**src/rtl/rs_syndrome_calc.sv**
```systemverilog
// RS(255,k) syndrome calculator over GF(256), field polynomial 0x11D, alpha = 0x02.
// Bytes arrive highest-degree coefficient first. Each byte folds into every
// syndrome by Horner's rule: S_j = S_j * alpha^(FCR+j) + r_i.
// The finished syndrome set is held until the Berlekamp-Massey stage accepts it.
//
//   state | meaning
//   IDLE  | waiting for the first byte of a codeword; that byte seeds every S_j
//   ACC   | folding the remaining bytes into the syndromes
//   HOLD  | syndrome set presented on out_*, waiting for out_ready
module rs_syndrome_calc #(
  parameter int NSYM  = 16,
  parameter int FCR   = 0,
  parameter int N_MAX = 255
) (
  input  logic              clk,
  input  logic              rst_n,
  input  logic              in_valid,
  input  logic [7:0]        in_data,
  input  logic              in_last,
  output logic              in_ready,
  output logic              out_valid,
  input  logic              out_ready,
  output logic [8*NSYM-1:0] out_syndromes,
  output logic [7:0]        out_len,
  output logic              out_zero,
  output logic              out_err
);

  typedef enum logic [1:0] {
    IDLE = 2'd0,
    ACC  = 2'd1,
    HOLD = 2'd2
  } state_t;

  localparam logic [8:0] CNT_MAX = 9'h1FF;
  localparam logic [8:0] N_MAX_C = 9'(N_MAX);
  localparam logic [8:0] NSYM_C  = 9'(NSYM);

  // GF(256) multiply, shift-and-add with 0x11D reduction.
  function automatic logic [7:0] gf_mul(input logic [7:0] a, input logic [7:0] b);
    logic [7:0] p;
    logic [7:0] x;
    p = 8'h00;
    x = a;
    for (int i = 0; i < 8; i++) begin
      if (b[i]) p = p ^ x;
      x = x[7] ? ({x[6:0], 1'b0} ^ 8'h1D) : {x[6:0], 1'b0};
    end
    return p;
  endfunction

  // alpha^e, evaluated at elaboration only.
  function automatic logic [7:0] alpha_pow(input int e);
    logic [7:0] v;
    v = 8'h01;
    for (int i = 0; i < e; i++) v = gf_mul(v, 8'h02);
    return v;
  endfunction

  state_t              state_q;
  state_t              state_d;
  logic [8*NSYM-1:0]   s_q;
  logic [8*NSYM-1:0]   s_next;
  logic [8:0]          cnt_q;
  logic [8:0]          cnt_next;
  logic                zero_q;
  logic                err_q;
  logic                accept;

  assign accept = in_valid & in_ready;

  // In IDLE the old syndromes are dropped, so the first byte seeds every S_j directly.
  for (genvar j = 0; j < NSYM; j++) begin : g_syn
    localparam logic [7:0] ALPHA_J = alpha_pow((FCR + j) % 255);
    assign s_next[8*j +: 8] = ((state_q == IDLE) ? 8'h00 : gf_mul(s_q[8*j +: 8], ALPHA_J)) ^ in_data;
  end

  assign cnt_next = (state_q == IDLE) ? 9'd1 :
                    (cnt_q == CNT_MAX) ? cnt_q : cnt_q + 9'd1;

  assign out_syndromes = s_q;
  assign out_len       = 8'(NSYM);
  assign out_zero      = zero_q;
  assign out_err       = err_q;

  // State register.
  always_ff @(posedge clk) begin
    if (!rst_n) state_q <= IDLE;
    else        state_q <= state_d;
  end

  // Next-state and handshake outputs.
  always_comb begin
    state_d   = state_q;
    in_ready  = 1'b1;
    out_valid = 1'b0;
    case (state_q)
      IDLE: if (accept) state_d = in_last ? HOLD : ACC;
      ACC:  if (accept && in_last) state_d = HOLD;
      HOLD: begin
        in_ready  = 1'b0;
        out_valid = 1'b1;
        if (out_ready) state_d = IDLE;
      end
      default: state_d = IDLE;
    endcase
  end

  // Syndrome accumulators, byte count, and the flags latched at end of frame.
  always_ff @(posedge clk) begin
    if (!rst_n) begin
      s_q    <= '0;
      cnt_q  <= '0;
      zero_q <= 1'b0;
      err_q  <= 1'b0;
    end else if (accept) begin
      s_q   <= s_next;
      cnt_q <= cnt_next;
      if (in_last) begin
        zero_q <= ~|s_next;
        err_q  <= (cnt_next > N_MAX_C) || (cnt_next <= NSYM_C);
      end
    end else if (out_valid && out_ready) begin
      cnt_q  <= '0;
      zero_q <= 1'b0;
      err_q  <= 1'b0;
    end
  end

endmodule

```
**config.mk**
```make
export PLATFORM = sky130hd
export DESIGN_NAME = rs_syndrome_calc
export DESIGN_NICKNAME = d
export VERILOG_FILES = /design/src/rtl/rs_syndrome_calc.sv
export SDC_FILE = /design/constraint.sdc
export NUM_CORES = 1
export LEC_CHECK = 0
export BUFFER_PORTS_ARGS = -buffer_cell sky130_fd_sc_hd__buf_2
export CAP_MARGIN = 20
export CELL_PAD_IN_SITES_DETAIL_PLACEMENT = 0
export CELL_PAD_IN_SITES_GLOBAL_PLACEMENT = 1
export CORE_MARGIN = 2
export CORE_UTILIZATION = 32
export CTS_BUF_LIST = sky130_fd_sc_hd__clkbuf_8
export CTS_CLUSTER_DIAMETER = 100
export DETAILED_ROUTE_END_ITERATION = 8
export PLACE_DENSITY = 0.63
export SLEW_MARGIN = 15
export SYNTH_ARGS = -nofsm -noshare
export SYNTH_HDL_FRONTEND = slang
export SYNTH_SLANG_ARGS = --single-unit
```
**constraint.sdc**
```tcl
create_clock -name clk -period 2.8 [get_ports clk]
set_clock_uncertainty 0.2 [all_clocks]
set_input_delay 0.42 -clock clk [delete_from_list [all_inputs] [get_ports clk]]
set_output_delay 0.42 -clock clk [all_outputs]
set_load 0.01 [all_outputs]
```
==> results.toml, run 1 <==
[run_status]
outcome = "finished clean"

[yosys]
area_contributors_post_synth = "dfxtp_1 (28%), xnor2_1 (19%), nor2_1 (8.9%), xor2_1 (7.8%), a211oi_1 (7.3%)"
yosys_register_bits = 141
syn-instance-count = 1271
synth-edff-count = 0
synth_compound_area_share_pct = 17.9
syn_area_um2 = 9940
synth_area_in_xor_xnor_pct = 28.4
largest_area_contributor_in_the_synthesized_netlist = "dfxtp_1"
synth-seq-area-share_pct = 28.4
synth_top_cell_area_share_pct = 28.4
main_synth_ff_type = "dfxtp_1"
synth_simple_gate_area_share_pct = 18.7
synth_adder_area_share_pct = 0.126
synth_warnings = 0
synth_top_family_by_area = "XOR/XNOR gates"
synthMuxAreaShare_pct = 0.944
synth_async_sr_flop_share_pct = 0
yosysUniqueCellTypes = 63
synth_area_per_cell_um2 = 7.82

[finish]
syn_to_final_growth_pct = 30.5
final_layout_size_suffix_gt1_share_pct = 27.6
stdcell_area_um2 = 13000
final_util_pct = 42.4
fill_cells = 3146
final_net_count = 1522

[floorplanning]
die-height_um = 180
design.portCount = 153
floorplan.initialDensity_pct = 32.5
die_x_extent_um = 180
die_area_um2 = 32500
placement_rows = 64
fp.coreArea_um2 = 30600

[pwr]
power_switching_share_pct = 38.0
power_frac_clock_pct = 26.6
power.ir.vdd_worst_mv = 0.242
report.power.total_mw = 7.91
power.sequential.fraction_pct = 30.9
power.density_cell_area_nw_per_um2 = 610
power.net_switching_mw = 3.01
share_comb_of_total_power_pct = 42.4
leakagePower_nw = 5.23
internal-power_mw = 4.91

[worst_setup_path]
critical_path_peak_fanout = 33
crit_chain = "nor2_4 -> buf_12 -> buf_12 -> buf_12 -> or4_1 -> o21ai_0 -> o21ai_1 -> nor4_1 -> nand4_1 -> o31ai_1"
crit_arrival_ns = 2.94
crit_slowest_cell = "or4_1"
timing.setup.critical_path_class = "reg2reg"
r2r_start = "state_q[0]"
worst_setup_path_end_kind = "flip-flop"
rr_worst_depth = 10
r2r_setup_slack_ns = 0.05
cpMostUsedCell = "buf_12"
path_depth = 10
startpoint_type = "flip-flop"
timing.critical_path.buf_inv = 3
timing.critical_path.slowest_cell_delay_ns = 0.49
timing.critical_path.max_delay_family = "simple AND/OR/NAND/NOR gates"
worst_reg2reg_endpoint = "out_zero"
worstPathRequired_ns = 3.00

[hold_path]
min_from = "out_ready"
min_to = "state_q[1]"
timing.hold.worst_path_depth = 3
min-delay-path-class = "in2reg"

[place]
numPortBuffers = 144
placement.setup.worst_slack_ns = -0.155
placed_area_um2 = 12200
hpwl_mm = 27.6
place.gp.congestion = 0.849

[global_routing]
antenna_found_initial = 1
total_global_routing_track_utilization_pct = 22.6
grt_first_pass_wirelength_mm = 56.7
first_global_vias = 9153
global_route.overflow_total = 0
largest_net_degree_at_the_start_of_global_routing = 139

[cts]
clk_pin_slew_worst_paths_ns = 0.10
hold_buffer_count_at_cts = 0
clock_tree.root_cell = "clkbuf_8"
clock_latency_ns = 0.48
clock_path_buffers = 2
cts_tree = "built"
cts.sinks = 141
cts.htree.levels = 4
numCtsBuffers = 17

[routing]
detail_route.wirelength_mm = 37.3
drc_errors = 0
drt_iter0_markers = 781
antenna_left = 0
final_routed_wire_length_divided_by_cell_count_um = 19.4
drt_pre_antenna_iters = 5
detailroute.via_count = 9747
post_drt_via_cell_ratio = 5.08

[sta]
setup_repair_after_global_routing_missed_its_margin = "yes"
timing_worst_slew_pin_value_ns = 0.795
hold_violations = 0
fmaxAchievable_ghz = 0.364
post-route-period-util_pct = 98.2
setup-tns-final_ns = 0
period_needed_ns = 2.75
remaining_max_slew_budget_at_the_tightest_pin_pct = 47.0
worst_slack_ns = 0.0515
timing.final.max_slew_violations = 0
setup_viol = 0

[flow_run]
drv_cap = 0
stage by stage:
| step | hold WS (ns) | cells |
|---|---|---|
| floorplan | 0.276 | 1277 |
| global placement | 0.282 | 1879 |
| detailed placement | 0.274 | 1879 |
| CTS | 0.0301 | 1912 |
| global route | 0.0552 | 1916 |
| finish | 0.0661 | 1918 |
metal layers:
layer / vias up / GRT usage (%) / routed length, um
met5: - / 0 / 0
met4: 0 / 5.61 / 507
met3: 27 / 4.47 / 2140
met2: 265 / 35.6 / 17000
met1: 4626 / 31.5 / 17600
li1: 4829 / - / -
flip-flops by register name (all words and copies together), names as in the netlist:
| register | count |
|---|---|
| state_q | 2 |
| out_syndromes | 128 |
| cnt_q | 9 |
| out_zero | 1 |
| out_err | 1 |
worst min-delay path, delay by kind of cell:
family	cells	cell delay (ns)
AOI/OAI and AO/OA	1	0.14
buffers and inverters	1	0.11
and+or+nand+nor	1	0.04
power groups by stage:
stage | Sequential, mW | Clock, mW | Combinational (mW)
6_report | 2.45 | 2.11 | 3.36
5_1_grt | 2.48 | 2.22 | 3.65
4_1_cts | 2.44 | 2.15 | 3.31
3_5_place_dp | 2.48 | 0 | 3.24
3_3_place_gp | 2.47 | 0 | 3.25
2_1_floorplan | 2.55 | 0 | 1.92
layout make-up:
type	count	area [um2]	share of cell area (%)
multi-input cells	1009	6830	52.7
flip-flops and latches	141	2840	21.9
repair buffers	333	2290	17.7
well taps	396	495	3.82
clock inverters	14	243	1.87
clock buffers	17	234	1.80
inverters	6	25.0	0.193
diodes	2	5.00	0.0386
cell usage in the layout (no fill, tap or decap), types with 4 or more instances in the layout:
master | netlist | final
a211oi_1 | 96 | 96
a21oi_1 | 37 | 37
a22oi_1 | 7 | 7
a311oi_1 | 16 | 16
a31oi_1 | 11 | 11
and2_1 | 5 | 4
and3_1 | 4 | 4
buf_12 | 0 | 12
buf_2 | 17 | 144
buf_4 | 10 | 176
bufinv_16 | 0 | 6
clkbuf_8 | 0 | 17
conb_1 | 2 | 8
dfxtp_1 | 141 | 128
dfxtp_2 | 0 | 12
inv_1 | 6 | 6
mux2i_1 | 6 | 6
nand2_1 | 73 | 73
nand2b_1 | 5 | 5
nand3_1 | 15 | 15
nand4_1 | 24 | 24
nor2_1 | 236 | 234
nor3_1 | 11 | 11
nor4_1 | 5 | 4
nor4b_1 | 5 | 5
nor4bb_1 | 8 | 8
o21ai_0 | 63 | 62
o32ai_1 | 8 | 8
or3_1 | 12 | 12
xnor2_1 | 211 | 192
xnor2_2 | 4 | 22
xor2_1 | 88 | 82
xor2_2 | 0 | 6
synthesized netlist by cell type (all sizes together) (6+ instances only):
library cell,instances
nand2,73
o21ai,66
nor2,237
a211oi,96
buf,51
nand4,24
mux2i,6
nor3,11
xnor2,215
a21oi,37
or3,12
nor4bb,8
dfxtp,141
xor2,89
nand3,15
a311oi,16
clkbuf,70
a22oi,7
inv,6
a31oi,11
o32ai,8
how the worst max path moves through the flow:
stage / from / to / slack, ns
2_1_floorplan: out_syndromes[37] / out_zero / 0.05
3_3_place_gp: state_q[0] / out_zero / -0.18
3_5_place_dp: in_data[0] / out_zero / -0.15
4_1_cts: out_syndromes[47] / out_zero / 0.02
5_1_grt: out_syndromes[43] / out_zero / -0.07
6_report: state_q[0] / out_zero / 0.05
kinds of logic (layout without fill, tap and decap cells):
| kind of cell | count (synthesis) | in the layout |
|---|---|---|
| AOI/OAI and AO/OA | 266 | 266 |
| buffers and inverters | 127 | 370 |
| muxes | 9 | 9 |
| and+or+nand+nor | 416 | 416 |
| DFF | 141 | 141 |
| other | 2 | 10 |
| xor gates and xnor gates | 309 | 309 |
| adders and majority gates | 1 | 1 |
repair_timing:
| item | in CTS | in global routing |
|---|---|---|
| endpoints found under the setup margin | 1 | 1 |
| resized for setup | 23 | 25 |
| pin swaps | 9 | 10 |
| setup buffers | 2 | 4 |
(Power assumes the default switching activity.)
==> inputs of run 2 (changes only) <==
--- a/config.mk
+++ b/config.mk
@@ -10,11 +10,12 @@
 export CELL_PAD_IN_SITES_DETAIL_PLACEMENT = 0
 export CELL_PAD_IN_SITES_GLOBAL_PLACEMENT = 1
 export CORE_MARGIN = 2
-export CORE_UTILIZATION = 32
+export CORE_UTILIZATION = 40
 export CTS_BUF_LIST = sky130_fd_sc_hd__clkbuf_8
 export CTS_CLUSTER_DIAMETER = 100
 export DETAILED_ROUTE_END_ITERATION = 8
-export PLACE_DENSITY = 0.63
+export PLACE_DENSITY = 0.77
+export RECOVER_POWER = 50
 export SLEW_MARGIN = 15
 export SYNTH_ARGS = -nofsm -noshare
 export SYNTH_HDL_FRONTEND = slang
==> results.toml, run 2 (same netlist as run 1, synthesis figures left out) <==
[worst_setup_path]
timing.critical_path.buf_inv = 2
timing.critical_path.max_delay_family = "simple AND/OR/NAND/NOR gates"
worst_reg2reg_endpoint = "out_zero"
cpMostUsedCell = "nand4_1"
crit_slowest_cell = "buf_4"
r2r_setup_slack_ns = -0.06
startpoint_type = "flip-flop"
critical_path_peak_fanout = 43
timing.critical_path.slowest_cell_delay_ns = 0.39
timing.setup.critical_path_class = "reg2reg"
worstPathRequired_ns = 2.97
worst_setup_path_end_kind = "flip-flop"
rr_worst_depth = 9
crit_arrival_ns = 3.04
r2r_start = "state_q[1]"
crit_chain = "nor2_4 -> buf_12 -> buf_4 -> nor2_1 -> xnor2_1 -> nand4_1 -> nor4_1 -> nand4_1 -> o31ai_1"

[sta]
timing.final.max_slew_violations = 0
timing_worst_slew_pin_value_ns = 0.703
worst_slack_ns = -0.0642
post-route-period-util_pct = 102
hold_violations = 0
setup_viol = 1
period_needed_ns = 2.86
remaining_max_slew_budget_at_the_tightest_pin_pct = 53.2
fmaxAchievable_ghz = 0.349
hold_ws_ns = 0.106
setup_repair_after_global_routing_missed_its_margin = "yes"

[routing]
drt_iter0_markers = 778
post_drt_via_cell_ratio = 5.35
final_routed_wire_length_divided_by_cell_count_um = 18.9
detailroute.via_count = 9899
drt_pre_antenna_iters = 5
antenna_left = 0
drc_errors = 0
detail_route.wirelength_mm = 35.0

[flow_run]
drv_cap = 0

[hold_path]
min_to = "state_q[1]"
min_from = "out_ready"
timing.hold.worst_path_depth = 3
min-delay-path-class = "in2reg"

[cts]
clock_latency_ns = 0.47
hold_buffer_count_at_cts = 0
cts.htree.levels = 4
cts_tree = "built"
clk_pin_slew_worst_paths_ns = 0.08
clock_path_buffers = 2
cts.sinks = 141
clock_tree.root_cell = "clkbuf_8"
numCtsBuffers = 17

[pwr]
power.density_cell_area_nw_per_um2 = 595
leakagePower_nw = 5.09
power.ir.vdd_worst_mv = 0.286

[finish]
stdcell_area_um2 = 12700
largest_register_ff_count = 128
layout_common_cells = "nor2_1 (235), xnor2_1 (202), buf_4 (181), dfxtp_1 (134), buf_2 (124)"
final_layout_size_suffix_gt1_share_pct = 25.0
antenna_cells = 0
leading_cell_type_in_the_layout_fill_and_taps_excluded = "nor2_1"
syn_to_final_growth_pct = 27.5
final_net_count = 1529

[floorplanning]
floorplan.initialDensity_pct = 40.8
fp.coreArea_um2 = 24400
placement_rows = 57
die_x_extent_um = 162
die_area_um2 = 26100
design.portCount = 153
die-height_um = 162

[run_status]
violations = "negative setup slack"
outcome = "finished, violations left"

[global_routing]
global_route.overflow_total = 0
antenna_found_initial = 0
total_global_routing_track_utilization_pct = 26.6
first_global_vias = 9297
grt_first_pass_wirelength_mm = 53.9
largest_net_degree_at_the_start_of_global_routing = 139

[place]
hpwl_mm = 25.6
numPortBuffers = 144
placement.setup.worst_slack_ns = -0.142
placed_area_um2 = 12100
place.gp.congestion = 0.899
## run 2: changes by cell type in the layout (fill, tap and decap cells not counted), moves of 6 or more
| cell | delta |
|---|---|
| clkbuf_1 | +21 |
| xnor2_2 | -10 |
| dfxtp_1 | +6 |
| xnor2_1 | +10 |
| buf_2 | -20 |
## run 2: worst max-delay path by stage
stage                            startpoint       end  cells after the start
after floorplan           out_syndromes[37]  out_zero                      9
after global placement           state_q[0]  out_zero                      8
after detailed placement         state_q[0]  out_zero                      9
after CTS                        state_q[0]  out_zero                     10
after global routing      out_syndromes[47]  out_zero                      8
final                            state_q[1]  out_zero                      9
## run 2: area by class of cell
| type | count | area, um2 |
|---|---|---|
| timing repair buffer | 340 | 2320 |
| clock buffer | 17 | 234 |
| sequential | 141 | 2830 |
| tap | 324 | 405 |
| clock inverter | 14 | 155 |
| multi-input combinational | 1009 | 6710 |
| fill | 2417 | 11700 |
| inverter | 6 | 25.0 |
## run 2: stage by stage
step / cells / power [mW] / utilization [%] / TNS (ns)
floorplan: 1277 / 4.47 / - / 0
global placement: 1816 / 5.74 / 49.7 / -0.115
detailed placement: 1816 / 5.76 / 49.7 / -0.142
CTS: 1849 / 7.51 / 51.7 / 0
global route: 1851 / 7.94 / 52.0 / -0.103
finish: 1851 / 7.54 / 52.0 / -0.0642
## run 2: worst reg2reg max path, delay by kind of cell, from the launching register on
family                    cells  cell delay, ns
xor gates and xnor gates      1            0.37
buffers and inverters         2            0.54
DFF                           1            0.34
AOI/OAI and AO/OA             1            0.29
and+or+nand+nor               5            1.05
## run 2: timing repair
item / in CTS / in global routing
setup buffers: 2 / 2
resized for setup: 8 / 19
pin swaps: 5 / 5
setup endpoints to repair: 1 / 1
## run 2: layer usage
| metal | up-vias | GRT usage, % | wire length [um] |
|---|---|---|---|
| met5 | - | 0 | 0 |
| met4 | 0 | 7.52 | 806 |
| met3 | 49 | 4.83 | 2390 |
| met2 | 347 | 41.9 | 15700 |
| met1 | 4661 | 37.2 | 16000 |
| li1 | 4842 | - | - |
## run 2: power by group
part	total, mW	internal (mW)	switching, mW	leakage [nW]
clock	1.73	0.863	0.866	0.203
combinational	3.37	1.58	1.79	3.71
sequential	2.44	2.20	0.240	1.17
total	7.54	4.65	2.90	5.09
==> inputs of run 3 (changes only) <==
--- a/config.mk
+++ b/config.mk
@@ -16,6 +16,7 @@
 export DETAILED_ROUTE_END_ITERATION = 8
 export PLACE_DENSITY = 0.77
 export RECOVER_POWER = 50
+export SKIP_CTS_REPAIR_TIMING = 1
 export SLEW_MARGIN = 15
 export SYNTH_ARGS = -nofsm -noshare
 export SYNTH_HDL_FRONTEND = slang
==> constraint.sdc (replaced) <==
create_clock -name clk -period 2.8 [get_ports clk]
set_clock_uncertainty 0.2 [all_clocks]
set_input_delay 0.42 -clock clk [delete_from_list [all_inputs] [get_ports clk]]
set_output_delay 0.42 -clock clk [all_outputs]
set_load 0.05 [all_outputs]
==> results.toml, run 3 (same netlist as run 1, synthesis figures left out) <==
[sta]
fmaxAchievable_ghz = 0.366
setup_viol = 0
remaining_max_slew_budget_at_the_tightest_pin_pct = 43.7
period_needed_ns = 2.73
timing_worst_slew_pin_value_ns = 0.844
post-route-period-util_pct = 97.6
hold_violations = 0
worst_slack_ns = 0.0672
timing.final.max_slew_violations = 0

[routing]
post_drt_via_cell_ratio = 5.50
final_routed_wire_length_divided_by_cell_count_um = 19.6
drt_iter0_markers = 922
drc_errors = 0
antenna_left = 0
drt_pre_antenna_iters = 7
detailroute.via_count = 9958
detail_route.wirelength_mm = 35.5

[finish]
layout_common_cells = "nor2_1 (232), xnor2_1 (185), buf_4 (142), clkbuf_1 (127), dfxtp_1 (97)"
largest_register_ff_count = 128
final_net_count = 1488
leading_cell_type_in_the_layout_fill_and_taps_excluded = "nor2_1"
fill_cells = 2417
syn_to_final_growth_pct = 26.1
antenna_cells = 0
final_layout_size_suffix_gt1_share_pct = 20.3
final_util_pct = 51.4
count_of_placed_standard_cells_in_the_final_layout_fillers_left_out = 1811

[floorplanning]
fp.coreArea_um2 = 24400
placement_rows = 57
die_x_extent_um = 162
die_area_um2 = 26100
design.portCount = 153
floorplan.initialDensity_pct = 40.8
die-height_um = 162

[pwr]
power.ir.vdd_worst_mv = 0.326
power_frac_clock_pct = 23.9
internal-power_mw = 4.71
leakagePower_nw = 4.60
power.density_cell_area_nw_per_um2 = 658
power.net_switching_mw = 3.54
power.sequential.fraction_pct = 30.2
share_comb_of_total_power_pct = 45.9
power_switching_share_pct = 42.9

[cts]
cts.sinks = 141
numCtsBuffers = 17
cts.htree.levels = 4
clk_pin_slew_worst_paths_ns = 0.09
clock_tree.root_cell = "clkbuf_8"
clock_latency_ns = 0.48
cts_tree = "built"
clock_path_buffers = 2

[global_routing]
largest_net_degree_at_the_start_of_global_routing = 72
grt_first_pass_wirelength_mm = 54.1
total_global_routing_track_utilization_pct = 26.7
antenna_found_initial = 1
first_global_vias = 9242
global_route.overflow_total = 0

[place]
numPortBuffers = 144
placed_cells_incl_taps = 1774
hpwl_mm = 25.9
placement.setup.worst_slack_ns = -0.173
place.gp.congestion = 0.898

[worst_setup_path]
worst_setup_path_end_kind = "flip-flop"
worstPathRequired_ns = 3.00
timing.setup.critical_path_class = "reg2reg"
startpoint_type = "flip-flop"
crit_arrival_ns = 2.93
critical_path_peak_fanout = 13

[run_status]
outcome = "finished clean"

[hold_path]
min-delay-path-class = "in2reg"

[flow_run]
drv_cap = 0
run 3: cell count changes in the layout (fill, tap and decap cells not counted), moves of 4 or more:
cell	before	now
xor2_1	87	83
clkbuf_1	21	127
dfxtp_1	134	97
dfxtp_2	7	37
xnor2_1	202	185
buf_2	124	18
xnor2_2	12	29
buf_4	181	142
dfxtp_4	0	7
clkinv_2	5	1
run 3: cell type report:
class | instances | area, um2 | share of cell area (%)
sequential | 141 | 2900 | 23.1
inverter | 6 | 25.0 | 0.200
multi-input combinational | 1009 | 6910 | 55.2
tap | 324 | 405 | 3.24
clock inverter | 15 | 219 | 1.75
timing repair buffer | 299 | 1840 | 14.7
clock buffer | 17 | 234 | 1.87
run 3: layer usage:
metal / wire (um) / GRT usage, %
met5: 0 / 0
met4: 673 / 7.12
met3: 2570 / 4.34
met2: 16400 / 42.1
met1: 15900 / 37.8
run 3: final timing paths:
| check | from | end | cells after the start | slack (ns) |
|---|---|---|---|---|
| worst min register to register | out_err | out_err | 2 | 0.28 |
| worst min-delay path | out_ready | out_err | 4 | 0.13 |
| worst max-delay path | state_q[1] | out_zero | 10 | 0.07 |
| worst max register to register | state_q[1] | out_zero | 10 | 0.07 |
run 3: worst max-delay path, cell delays in order, from the launching register on:
cell     delay, ns
dfxtp_2       0.34
buf_4         0.18
or2_2         0.40
buf_4         0.23
and2_1        0.16
mux2i_1       0.15
xor2_1        0.21
nand3_1       0.10
nor4_1        0.24
nand4_1       0.20
o31ai_2       0.23
run 3: through the flow:
stage | TNS [ns] | instance area (um2) | hold slack [ns] | power [mW]
final | 0 | 12500 | 0.130 | 8.24
after CTS | -0.213 | 12300 | 0.117 | 8.14
after detailed placement | -0.173 | 11900 | 0.261 | 6.17
after global routing | -0.0139 | 12500 | 0.143 | 8.64
after global placement | -0.154 | 11900 | 0.251 | 6.15
after floorplan | 0 | 10000 | 0.276 | 5.07
run 3: power by group through the flow:
stage	combinational (mW)	clock, mW	sequential [mW]
2_1_floorplan	1.94	0	3.13
3_3_place_gp	3.65	0	2.50
3_5_place_dp	3.66	0	2.51
4_1_cts	3.69	1.99	2.46
5_1_grt	4.04	2.08	2.52
6_report	3.78	1.97	2.49
